==> config.mk <==
export PLATFORM = sky130hd
export DESIGN_NAME = spi_conf_bridge
export DESIGN_NICKNAME = d
export VERILOG_FILES = /design/src/rtl/conf_bus_pkg.sv /design/src/rtl/sync_edge.sv /design/src/rtl/spi_conf_bridge.sv
export SDC_FILE = /design/constraint.sdc
export NUM_CORES = 1
export LEC_CHECK = 0
export CORE_ASPECT_RATIO = 1.2
export CORE_UTILIZATION = 63
export DETAILED_ROUTE_END_ITERATION = 6
export DONT_BUFFER_PORTS = 1
export GPL_ROUTABILITY_DRIVEN = 0
export GPL_TIMING_DRIVEN = 0
export HOLD_SLACK_MARGIN = 0.03
export PLACE_DENSITY = 0.83
export SLEW_MARGIN = 20
export SYNTH_ARGS = -nofsm -noshare
export SYNTH_HDL_FRONTEND = slang
export SYNTH_SLANG_ARGS = --single-unit
==> constraint.sdc <==
create_clock -name clk -period 2.2 [get_ports clk]
set_clock_uncertainty 0.2 [all_clocks]
set_input_delay 0.66 -clock clk [delete_from_list [all_inputs] [get_ports clk]]
set_output_delay 0.66 -clock clk [all_outputs]
set_load 0.02 [all_outputs]
==> src/rtl/conf_bus_pkg.sv <==
// Shared definitions for the SPI-to-config-bus bridge: command codes, frame length and FSM states.
package conf_bus_pkg;

    localparam logic CMD_WR      = 1'b1;
    localparam logic CMD_RD      = 1'b0;
    localparam int   RD_WAIT_CYC = 2;

    typedef enum logic [2:0] {
        WAIT_CSN_HI,
        IDLE,
        HDR,
        RD_WAIT,
        RDATA,
        WDATA,
        DONE
    } state_e;

    function automatic int flen(input int dw_ma, input int dw_md);
        return 1 + dw_ma + dw_md;
    endfunction

endpackage

==> src/rtl/sync_edge.sv <==
// Multi-flop synchronizer for an asynchronous input, with single-clk rise/fall pulses.
module sync_edge #(
    parameter int SYNC_STAGES = 2
) (
    input  logic clk,
    input  logic rstb,
    input  logic d_i,
    output logic lvl_o,
    output logic rise_o,
    output logic fall_o
);

    logic [SYNC_STAGES-1:0] sync_q;
    logic                   prev_q;

    // Reset to 0 so a frame already in flight at reset release produces no false csn edge.
    always_ff @(posedge clk or negedge rstb) begin
        if (!rstb) begin
            sync_q <= '0;
            prev_q <= 1'b0;
        end else begin
            sync_q <= {sync_q[SYNC_STAGES-2:0], d_i};
            prev_q <= sync_q[SYNC_STAGES-1];
        end
    end

    assign lvl_o  = sync_q[SYNC_STAGES-1];
    assign rise_o = sync_q[SYNC_STAGES-1] & ~prev_q;
    assign fall_o = ~sync_q[SYNC_STAGES-1] & prev_q;

endmodule

==> src/rtl/spi_conf_bridge.sv <==
// SPI mode-0 slave that turns host frames (cmd, addr, data) into config-memory reads and writes.
module spi_conf_bridge
    import conf_bus_pkg::*;
#(
    parameter int DW_MA       = 8,
    parameter int DW_MD       = 16,
    parameter int SYNC_STAGES = 2
) (
    input  logic             clk,
    input  logic             rstb,
    input  logic             spi_sck,
    input  logic             spi_csn,
    input  logic             spi_mosi,
    output logic             spi_miso,
    output logic [DW_MA-1:0] adr,
    output logic [DW_MD-1:0] wdt,
    output logic             val,
    input  logic [DW_MD-1:0] rdt,
    output logic             frame_err
);

    localparam int             FLEN      = flen(DW_MA, DW_MD);
    localparam int             CW        = $clog2(FLEN + 1);
    localparam logic [CW-1:0]  FLEN_C    = CW'(FLEN);
    localparam logic [CW-1:0]  LAST_BIT  = CW'(FLEN - 1);
    localparam logic [CW-1:0]  LAST_ADR  = CW'(DW_MA);
    localparam logic [1:0]     WAIT_LAST = 2'(RD_WAIT_CYC - 1);

    logic sck_rise, sck_fall, sck_lvl;
    logic csn_rise, csn_fall, csn_lvl;
    logic mosi;

    sync_edge #(.SYNC_STAGES(SYNC_STAGES)) u_sck (
        .clk(clk), .rstb(rstb), .d_i(spi_sck),
        .lvl_o(sck_lvl), .rise_o(sck_rise), .fall_o(sck_fall)
    );
    sync_edge #(.SYNC_STAGES(SYNC_STAGES)) u_csn (
        .clk(clk), .rstb(rstb), .d_i(spi_csn),
        .lvl_o(csn_lvl), .rise_o(csn_rise), .fall_o(csn_fall)
    );
    sync_edge #(.SYNC_STAGES(SYNC_STAGES)) u_mosi (
        .clk(clk), .rstb(rstb), .d_i(spi_mosi),
        .lvl_o(mosi), .rise_o(), .fall_o()
    );

    state_e            state_q;
    logic [CW-1:0]     bitcnt_q, bitcnt_d;
    logic              cmd_q;
    logic [DW_MA-2:0]  rx_q;
    logic [DW_MD-1:0]  tx_q;
    logic [1:0]        wait_q;
    logic [DW_MA-1:0]  adr_q;
    logic [DW_MD-1:0]  wdt_q;
    logic              val_q, miso_q, ferr_q;

    assign bitcnt_d = (bitcnt_q == FLEN_C) ? bitcnt_q : bitcnt_q + 1'b1;

    always_ff @(posedge clk or negedge rstb) begin
        if (!rstb) begin
            state_q  <= WAIT_CSN_HI;
            bitcnt_q <= '0;
            cmd_q    <= CMD_RD;
            rx_q     <= '0;
            tx_q     <= '0;
            wait_q   <= '0;
            adr_q    <= '0;
            wdt_q    <= '0;
            val_q    <= 1'b0;
            miso_q   <= 1'b0;
            ferr_q   <= 1'b0;
        end else begin
            val_q  <= 1'b0;
            ferr_q <= 1'b0;
            if (csn_fall) bitcnt_q <= '0;
            case (state_q)
                WAIT_CSN_HI: if (csn_lvl) state_q <= IDLE;
                IDLE:        if (csn_fall) state_q <= HDR;
                HDR: begin
                    if (csn_rise) begin
                        ferr_q  <= 1'b1;
                        state_q <= IDLE;
                    end else if (sck_rise) begin
                        bitcnt_q <= bitcnt_d;
                        rx_q     <= {rx_q[DW_MA-3:0], mosi};
                        if (bitcnt_q == '0) cmd_q <= mosi;
                        if (bitcnt_q == LAST_ADR) begin
                            adr_q  <= {rx_q, mosi};
                            wait_q <= '0;
                            state_q <= (cmd_q == CMD_WR) ? WDATA : RD_WAIT;
                        end
                    end
                end
                RD_WAIT: begin
                    if (csn_rise) begin
                        ferr_q  <= 1'b1;
                        state_q <= IDLE;
                    end else begin
                        if (sck_rise) bitcnt_q <= bitcnt_d;
                        // rdt lags adr by one registered memory cycle.
                        if (wait_q == WAIT_LAST) begin
                            tx_q    <= rdt;
                            state_q <= RDATA;
                        end else begin
                            wait_q <= wait_q + 1'b1;
                        end
                    end
                end
                RDATA: begin
                    if (csn_rise) begin
                        ferr_q  <= 1'b1;
                        miso_q  <= 1'b0;
                        state_q <= IDLE;
                    end else if (sck_fall) begin
                        miso_q <= tx_q[DW_MD-1];
                        tx_q   <= {tx_q[DW_MD-2:0], 1'b0};
                    end else if (sck_rise) begin
                        bitcnt_q <= bitcnt_d;
                        if (bitcnt_q == LAST_BIT) begin
                            miso_q  <= 1'b0;
                            state_q <= DONE;
                        end
                    end
                end
                WDATA: begin
                    // A final rise coinciding with csn rise still commits the write.
                    if (sck_rise) begin
                        bitcnt_q <= bitcnt_d;
                        wdt_q    <= {wdt_q[DW_MD-2:0], mosi};
                        if (bitcnt_q == LAST_BIT) begin
                            val_q   <= 1'b1;
                            state_q <= csn_rise ? IDLE : DONE;
                        end else if (csn_rise) begin
                            ferr_q  <= 1'b1;
                            state_q <= IDLE;
                        end
                    end else if (csn_rise) begin
                        ferr_q  <= 1'b1;
                        state_q <= IDLE;
                    end
                end
                DONE:    if (csn_rise) state_q <= IDLE;
                default: state_q <= WAIT_CSN_HI;
            endcase
        end
    end

    assign adr       = adr_q;
    assign wdt       = wdt_q;
    assign val       = val_q;
    assign spi_miso  = miso_q;
    assign frame_err = ferr_q;

endmodule

==> impl_metrics.env, run 1 <==
export IMPL_reg2reg_depth=8
export IMPL_fmax_ghz=0.4727
export IMPL_finalPower_mw=3.994
export IMPL_power_leakage_nw=1.678
export IMPL_tns_ns=0
export IMPL_overflow=0
export IMPL_violations="negative hold slack"
export IMPL_start_util_pct=66.57
export IMPL_p_int_mw=2.631
export IMPL_synthTopCellsByArea="dfrtp_1 51%, mux2_2 10%, mux2i_1 4.5%"
export IMPL_synth_edff_count=0
export IMPL_synthTopCellsByCount="69 x dfrtp_1, 31 x mux2_2, 24 x a21oi_1"
export IMPL_relSlewSlack_pct=75.40
export IMPL_grt_usage_pct=24.81
export IMPL_clock_power_share_pct=24.5
export IMPL_synth_top_cell_by_area="dfrtp_1"
export IMPL_startpoint_type="register"
export IMPL_synth_net_count=319
export IMPL_synth_cells=291
export IMPL_ys_seq_area_share_pct=51.42
export IMPL_p_comb_share_pct=32.6
export IMPL_ff_latch_area_um2=1727
export IMPL_synth_top_area_share_pct=51.42
export IMPL_yosysMostFrequentCell="dfrtp_1"
export IMPL_syn_avg_cell_area_um2=11.54
export IMPL_cts_root_buf="clkbuf_8"
export IMPL_rsz0062_at_grt="false"
export IMPL_num_rows=28
export IMPL_worst_setup_path_type="reg -> reg"
export IMPL_switching_share_pct=34.11
export IMPL_cp_required_ns=2.24
export IMPL_place_ws_ns=0.008786
export IMPL_antenna_found_initial=0
export IMPL_cts_clk_slew_worst_paths_ns=0.07
export IMPL_synthArstFlopShare_pct=100.0
export IMPL_period_share_pct=96.15
export IMPL_drt_initial_drc_count=159
export IMPL_io_buffer_count=0
export IMPL_final_nets=328
export IMPL_die_w_um=68.65
export IMPL_cp_max_fo=10
export IMPL_clock_latency_ns=0.35
export IMPL_grt_pass1_vias=2186
export IMPL_fill_cells=348
export IMPL_post_cts_setup_buffer_count=0
export IMPL_syn_to_final_growth_pct=8.197
export IMPL_core_area_um2=5045
export IMPL_clock_sinks=69
export IMPL_min_path_type="in -> async"
export IMPL_vias_per_cell=6.123
export IMPL_ir_drop_uv=662.6
export IMPL_min_period_ns=2.115
export IMPL_drive_gt1_share_pct=25.57
export IMPL_fin_cells=365
export IMPL_final_antenna_net_count=0
export IMPL_cts_buffer_depth=2
export IMPL_setup_viol=0
export IMPL_setup_ws_ns=0.08471
export IMPL_drt_wl_total_mm=6.165
export IMPL_drc=0
export IMPL_dp_cells=351
export IMPL_end_kind="register"
export IMPL_worstPathArrival_ns=2.16
export IMPL_tightest_slew_ns=0.3682
export IMPL_dieArea_um2=5628
export IMPL_wire_per_inst_um=16.89
export IMPL_synth_ff_type="dfrtp_1"
export IMPL_grt_pass1_wl_mm=9.860
export IMPL_maxCapViolCount=0
export IMPL_slew_viol_final=0
export IMPL_power_density_nw_per_um2=1099
export IMPL_ys_ff_latch=69
export IMPL_grt_max_degree=70
export IMPL_firstDrtPassIters=4
export IMPL_multiInputGateArea_um2=1494
export IMPL_antennaDiodeCount=0
export IMPL_net_switching_power_mw=1.362
export IMPL_syn_area_um2=3358
export IMPL_timing_hold_ws_ns=-0.2049
export IMPL_hold_viol_final=69
export IMPL_via_count=2235
export IMPL_pin_count=48
export IMPL_outcome="complete, but fails checks"
export IMPL_dpl_hpwl_mm=4.134
export IMPL_cts_buffers=9
export IMPL_die_h_um=81.98
export IMPL_yosysUniqueCellTypes=53
export IMPL_yosys_warnings=0
export IMPL_h_tree_depth=3
export IMPL_pwr_share_seq_pct=42.8
export IMPL_cts_tree="built"
[metrics by stage]
step | util (%) | instance area, um^2 | hold WS, ns
after global placement | 68.06 | 3433 | 0.1321
after global routing | 72.02 | 3633 | -0.2155
after CTS | 71.88 | 3626 | -0.2241
final | 72.02 | 3633 | -0.2049
after detailed placement | 68.06 | 3433 | 0.1347
after floorplan | - | 3358 | 0.1312
[what timing repair did]
item / in CTS / in global routing
endpoints found under the setup margin: 1 / 12
pin swaps: 0 / 3
hold endpoints to repair: 69 / 69
resized for setup: 1 / 6
[placed cells by master, fill, tap and decap left out, drive strengths merged, types with 9 or more instances in the layout]
cell type,n
mux2,33
o21ai,9
nand3,10
clkbuf,12
inv,10
buf,17
nand2,13
a21oi,25
nor2,24
dfrtp,69
mux2i,15
[state kept, by name (all words and copies together) (netlist names), 3 cells and up]
name      flops
adr           8
state_q       3
bitcnt_q      5
rx_q          7
tx_q         16
wdt          16
[area by class of cell]
cell class / instances / share of cell area [%]
clock buffers: 12 / 3.719
plain buffers: 17 / 3.202
flip-flops and latches: 69 / 47.52
multi-input cells: 193 / 41.12
well taps: 60 / 2.066
inverters: 10 / 1.033
clock inverters: 4 / 1.343
[layer usage]
layer	track usage, %	up-vias	routed length, um
li1	-	1049	-
met1	29.16	1097	2603
met2	39.51	71	3089
met3	7.500	18	311
met4	14.58	0	160
met5	0	-	0
[worst max-delay path, stage by stage, from the launching register on]
cell and delay (ns):
dfrtp_1 0.39, inv_1 0.07, ha_1 0.14, buf_4 0.21, nand3b_4 0.12, or2_1 0.27, o211ai_2 0.16, o311ai_2 0.15
mux2_4 0.32
[final timing paths]
path | startpoint | end | slack (ns)
hold / removal | rstb | state_q[1] | -0.20
setup / recovery | u_sck.prev_q | state_q[1] | 0.08
max in group asynchronous | rstb | tx_q[8] | 1.90
setup reg to reg | u_sck.prev_q | state_q[1] | 0.08
hold reg to reg | u_mosi.sync_q[0] | u_mosi.sync_q[1] | 0.15
min in group clk | spi_csn | u_csn.sync_q[0] | 0.14
[power groups by stage]
stage / Combinational, mW / Clock, mW / Sequential [mW]
after CTS: 1.26 / 1.01 / 1.71
after floorplan: 1.04 / 0 / 1.68
after detailed placement: 1.23 / 0 / 1.73
final: 1.30 / 0.979 / 1.71
after global placement: 1.19 / 0 / 1.71
after global routing: 1.44 / 1.04 / 1.74
[kinds of logic (layout without fill, tap and decap cells)]
logic type	after synthesis	in the layout	synth area share (%)
AND/OR/NAND/NOR	76	76	13.52
multiplexers	48	48	15.65
XOR/XNOR	2	2	0.5217
buffers and inverters	29	43	4.806
flip-flops	69	69	51.42
AO/OA/AOI/OAI	60	60	11.48
adder cells (fa/ha/maj)	7	7	2.608
(Power assumes the default switching activity.)
==> run 2, diff against run 1 <==
--- a/config.mk
+++ b/config.mk
@@ -6,11 +6,11 @@
 export NUM_CORES = 1
 export LEC_CHECK = 0
 export CORE_ASPECT_RATIO = 1.2
+export CORE_MARGIN = 2
 export CORE_UTILIZATION = 63
 export DETAILED_ROUTE_END_ITERATION = 6
 export DONT_BUFFER_PORTS = 1
 export GPL_ROUTABILITY_DRIVEN = 0
-export GPL_TIMING_DRIVEN = 0
 export HOLD_SLACK_MARGIN = 0.03
 export PLACE_DENSITY = 0.83
 export SLEW_MARGIN = 20
==> run 2 against run 1 <==
The run still ends with negative hold slack left. Fmax increased by 1.2%. Sequential power increased by 2%. First-iteration DRC count decreased by 1.3%. Setup slack improved by 0.025 ns. Combinational power decreased by 7%. Global-route usage decreased by 3.1 points. Total power decreased by 2.5%. Cell count decreased by 1.4%. Utilization decreased by 3.3 points. Non-clock buffer count decreased by 7. Sequential share of layout area increased by 0.61 points. Wire length decreased by 4.8%.
==> impl_metrics.env, run 2 (synthesis results as in run 1) <==
export IMPL_antennaDiodeCount=0
export IMPL_cp_required_ns=2.24
export IMPL_maxCapViolCount=0
export IMPL_worstPathArrival_ns=2.13
export IMPL_clock_latency_ns=0.34
export IMPL_final_antenna_net_count=0
export IMPL_violations="negative hold slack"
export IMPL_worst_setup_path_type="reg -> reg"
export IMPL_hold_viol_final=69
export IMPL_cts_buffer_depth=2
export IMPL_vias_per_cell=5.975
export IMPL_cts_root_buf="clkbuf_8"
export IMPL_place_ws_ns=0.1203
export IMPL_power_density_nw_per_um2=1084
export IMPL_slew_viol_final=0
export IMPL_mostFrequentLayoutCells="68 x dfrtp_1, 31 x mux2_2, 24 x a21oi_1"
export IMPL_die_h_um=83.98
export IMPL_ff_latch_area_um2=1728
export IMPL_wire_per_inst_um=16.31
export IMPL_pin_count=48
export IMPL_core_area_um2=5225
export IMPL_final_nets=321
export IMPL_cts_clk_slew_worst_paths_ns=0.08
export IMPL_h_tree_depth=3
export IMPL_timing_hold_ws_ns=-0.2013
export IMPL_period_share_pct=95.01
export IMPL_relSlewSlack_pct=68.68
export IMPL_end_kind="register"
export IMPL_tns_ns=0
export IMPL_fin_util_pct=68.70
export IMPL_via_count=2151
export IMPL_cp_max_fo=6
export IMPL_setup_ws_ns=0.1097
export IMPL_fill_cells=402
export IMPL_firstDrtPassIters=4
export IMPL_drc=0
export IMPL_path_cells="inv_1 > ha_1 > nand2_1 > or2_1 > o211ai_2 > o311ai_1 > mux2_4"
export IMPL_startpoint_type="register"
export IMPL_tightest_slew_ns=0.4699
export IMPL_ir_drop_uv=743.6
export IMPL_syn_to_final_growth_pct=6.893
export IMPL_dieArea_um2=5933
export IMPL_antenna_found_initial=0
export IMPL_dpl_hpwl_mm=4.108
export IMPL_grt_max_degree=70
export IMPL_start_util_pct=64.27
export IMPL_r2r_start="bitcnt_q[1]"
export IMPL_grt_usage_pct=21.67
export IMPL_power_leakage_nw=1.638
export IMPL_fin_cells=360
export IMPL_die_w_um=70.65
export IMPL_cts_tree="built"
export IMPL_overflow=0
export IMPL_clock_sinks=69
export IMPL_slowest_stage="dfrtp_2"
export IMPL_final_common_cell="dfrtp_1"
export IMPL_drt_initial_drc_count=157
export IMPL_grt_pass1_vias=2176
export IMPL_outcome="complete, but fails checks"
export IMPL_setup_viol=0
export IMPL_num_rows=29
export IMPL_fmax_ghz=0.4784
export IMPL_crit_start="bitcnt_q[1]"
export IMPL_drt_wl_total_mm=5.870
export IMPL_min_path_type="in -> async"
export IMPL_multiInputGateArea_um2=1478
export IMPL_cts_buffers=9
export IMPL_dp_cells=344
export IMPL_critPathMaxStageDelay_ns=0.45
export IMPL_min_period_ns=2.090
export IMPL_io_buffer_count=0
export IMPL_grt_pass1_wl_mm=9.963
export IMPL_drive_gt1_share_pct=24.16
export IMPL_rsz0062_at_grt="false"
[run 2: layout make-up]
class,count,area share (%)
flip-flops and latches,69,48.14
clock buffers,9,3.451
well taps,62,2.161
inverters,10,1.046
clock inverters,7,1.603
multi-input cells,193,41.16
repair buffers,10,2.440
[run 2: metal layers]
layer | global-route usage [%] | part of all wire (%)
met5 | 0 | 0
met4 | 9.777 | 1.6
met3 | 7.246 | 4.1
met2 | 36.36 | 51
met1 | 24.98 | 43
[run 2: worst paths after layout]
kind                                     to  slack [ns]  cells past startpoint
max in group asynchronous       bitcnt_q[1]        1.89                      0
setup reg to reg                 state_q[1]        0.11                      7
hold reg to reg             u_csn.sync_q[1]        0.15                      0
hold / removal                      rx_q[2]       -0.20                      0
min in group clk           u_mosi.sync_q[0]        0.14                      0
setup / recovery                 state_q[1]        0.11                      7
[run 2: critical path, delay by kind of cell (launching register included)]
| kind | cells | cell delay, ns |
|---|---|---|
| mux | 1 | 0.33 |
| fa+ha+maj | 1 | 0.21 |
| buf+inv | 1 | 0.12 |
| flops | 1 | 0.45 |
| simple gates | 2 | 0.37 |
| compound gates | 2 | 0.31 |
[run 2: timing repair]
item / in CTS / in global routing
setup buffers: 0 / 0
gates resized for setup: 0 / 4
hold endpoints to repair: 69 / 69
endpoints found under the setup margin: 0 / 2
[run 2: per-stage QoR]
stage               power, mW  area [um^2]
floorplan               2.716         3358
global placement        2.890         3400
detailed placement      2.953         3400
CTS                     3.889         3581
global route            4.132         3590
finish                  3.893         3590
[run 2: power breakdown]
part / internal (mW) / switching [mW]
registers: 1.51 / 0.241
clock network: 0.421 / 0.512
logic: 0.580 / 0.630
==> run 3, diff against run 2 <==
--- a/config.mk
+++ b/config.mk
@@ -5,9 +5,11 @@
 export SDC_FILE = /design/constraint.sdc
 export NUM_CORES = 1
 export LEC_CHECK = 0
+export CELL_PAD_IN_SITES_DETAIL_PLACEMENT = 1
+export CELL_PAD_IN_SITES_GLOBAL_PLACEMENT = 2
 export CORE_ASPECT_RATIO = 1.2
 export CORE_MARGIN = 2
-export CORE_UTILIZATION = 63
+export CORE_UTILIZATION = 42
 export DETAILED_ROUTE_END_ITERATION = 6
 export DONT_BUFFER_PORTS = 1
 export GPL_ROUTABILITY_DRIVEN = 0
==> run 3 against run 2 <==
The flow still finishes with violations (negative hold slack). Largest cell class unchanged. Sequential power is essentially flat. Cell count increased by 9.7%. Register-to-register slack improved by 0.04 ns. Critical path depth down 1. Count of clock-buffer cells in the layout up 1. Critical endpoint is now bitcnt_q[0]. Combinational power up 3%. Setup slack improved by 0.037 ns. Die area up 47%. Clock power rose by 2%. Global-route usage down 4.9 points. Utilization down 21 points.
==> impl_metrics.env, run 3 (synthesis results as in run 1) <==
export IMPL_maxCapViolCount=0
export IMPL_final_common_cell="dfrtp_1"
export IMPL_clock_sinks=69
export IMPL_cts_root_buf="clkbuf_8"
export IMPL_rsz0062_at_grt="false"
export IMPL_cts_buffers=9
export IMPL_pin_count=48
export IMPL_outcome="complete, but fails checks"
export IMPL_overflow=0
export IMPL_r2r_start="state_q[1]"
export IMPL_grt_max_degree=70
export IMPL_num_rows=35
export IMPL_drt_initial_drc_count=58
export IMPL_setup_viol=0
export IMPL_drt_wl_total_mm=6.543
export IMPL_period_share_pct=93.32
export IMPL_vias_per_cell=5.559
export IMPL_use_met2_pct=28.91
export IMPL_die_w_um=85.63
export IMPL_drive_gt1_share_pct=25.41
export IMPL_cp_max_fo=9
export IMPL_firstDrtPassIters=4
export IMPL_reg2reg_slack_ns=0.15
export IMPL_final_nets=326
export IMPL_startpoint_type="register"
export IMPL_grtUsageMet1_pct=20.17
export IMPL_fin_cells=395
export IMPL_worst_setup_path_type="reg -> reg"
export IMPL_dieArea_um2=8730
export IMPL_io_buffer_count=0
export IMPL_violations="negative hold slack"
export IMPL_dpl_hpwl_mm=4.712
export IMPL_clock_latency_ns=0.35
export IMPL_cts_tree="built"
export IMPL_dp_cells=377
export IMPL_drc=0
export IMPL_antennaDiodeCount=0
export IMPL_fin_area_um2=3659
export IMPL_via_count=2196
export IMPL_grt_pass1_vias=2312
export IMPL_slew_viol_final=0
export IMPL_power_density_nw_per_um2=1078
export IMPL_wire_per_inst_um=16.56
export IMPL_min_path_type="in -> async"
export IMPL_cts_buffer_depth=2
export IMPL_relSlewSlack_pct=69.00
export IMPL_fmax_ghz=0.4871
export IMPL_core_area_um2=7707
export IMPL_worstPathArrival_ns=2.14
export IMPL_r2r_end="bitcnt_q[0]"
export IMPL_tns_ns=0
export IMPL_final_antenna_net_count=0
export IMPL_start_util_pct=43.57
export IMPL_setup_ws_ns=0.1470
export IMPL_die_h_um=102.0
export IMPL_end_kind="register"
export IMPL_reg2reg_depth=6
export IMPL_grt_busiest_layer="met2"
export IMPL_grt_pass1_wl_mm=11.38
export IMPL_hold_viol_final=69
export IMPL_place_ws_ns=0.09738
export IMPL_ir_drop_uv=486.0
export IMPL_post_dp_cell_area_um2=3460
export IMPL_tightest_slew_ns=0.4651
export IMPL_min_period_ns=2.053
export IMPL_grt_usage_pct=16.78
export IMPL_syn_to_final_growth_pct=8.942
export IMPL_timing_hold_ws_ns=-0.2069
export IMPL_antenna_found_initial=0
export IMPL_mostFrequentLayoutCells="67 x dfrtp_1, 31 x mux2_2, 24 x a21oi_1"
export IMPL_use_met3_pct=4.604
export IMPL_power_leakage_nw=1.668
export IMPL_cp_required_ns=2.28
export IMPL_cts_clk_slew_worst_paths_ns=0.09
export IMPL_h_tree_depth=3
-- run 3: cell count changes in the layout (fill, tap and decap cells not counted) --
cell,previous run,this run
inv_6,1,2
dfrtp_1,68,67
clkbuf_8,9,10
clkinvlp_4,2,1
a2111oi_0,0,2
clkinv_2,1,2
buf_4,9,14
a2111oi_2,1,0
inv_8,1,0
dfrtp_2,1,2
clkinv_4,2,1
a2111oi_1,1,0
-- run 3: how the worst max path moves through the flow --
stage                 from          end  cells past startpoint
3_5_place_dp    state_q[1]      tx_q[5]                      7
2_1_floorplan   state_q[2]  bitcnt_q[0]                      9
5_1_grt        bitcnt_q[1]   state_q[1]                      7
6_report        state_q[1]  bitcnt_q[0]                      6
4_1_cts         state_q[1]      tx_q[5]                      7
3_3_place_gp    state_q[1]  bitcnt_q[0]                      6
-- run 3: what timing repair did --
item | in CTS | in global routing
endpoints found under the setup margin | 0 | 20
resized for setup | 0 | 2
endpoints found under the hold margin | 69 | 69
setup buffers | 0 | 2
-- run 3: worst max-delay path, stage by stage, from the launching register on --
cell,delay (ns)
dfrtp_2,0.48
ha_1,0.35
nor2_1,0.15
nand3_1,0.14
a31oi_2,0.35
a41oi_1,0.16
a21oi_1,0.15
-- run 3: per-stage QoR --
stage	power (mW)	utilization, %	hold slack [ns]
after CTS	3.986	47.24	-0.2288
after global routing	4.246	47.47	-0.2430
after floorplan	2.716	-	0.1312
after detailed placement	3.010	44.89	0.1362
final	3.943	47.47	-0.2069
after global placement	2.960	44.89	0.1326
-- run 3: routing by layer --
layer,part of all wire [%],up-vias
met5,0,-
met4,1.6,0
met3,3.5,9
met2,51,29
met1,44,1111
li1,-,1047
-- run 3: power breakdown --
| part | switching, mW | internal (mW) |
|---|---|---|
| Combinational | 0.653 | 0.599 |
| Clock | 0.505 | 0.445 |
| Sequential | 0.229 | 1.51 |
-- run 3: area by class of cell --
cell class | count | area [um^2]
Clock inverter | 6 | 43.79
Clock buffer | 10 | 137.6
Sequential cell | 69 | 1729
Multi-Input combinational cell | 193 | 1470
Fill cell | 833 | 4049
Inverter | 10 | 37.54
Timing Repair Buffer | 15 | 125.1
Tap cell | 92 | 115.1
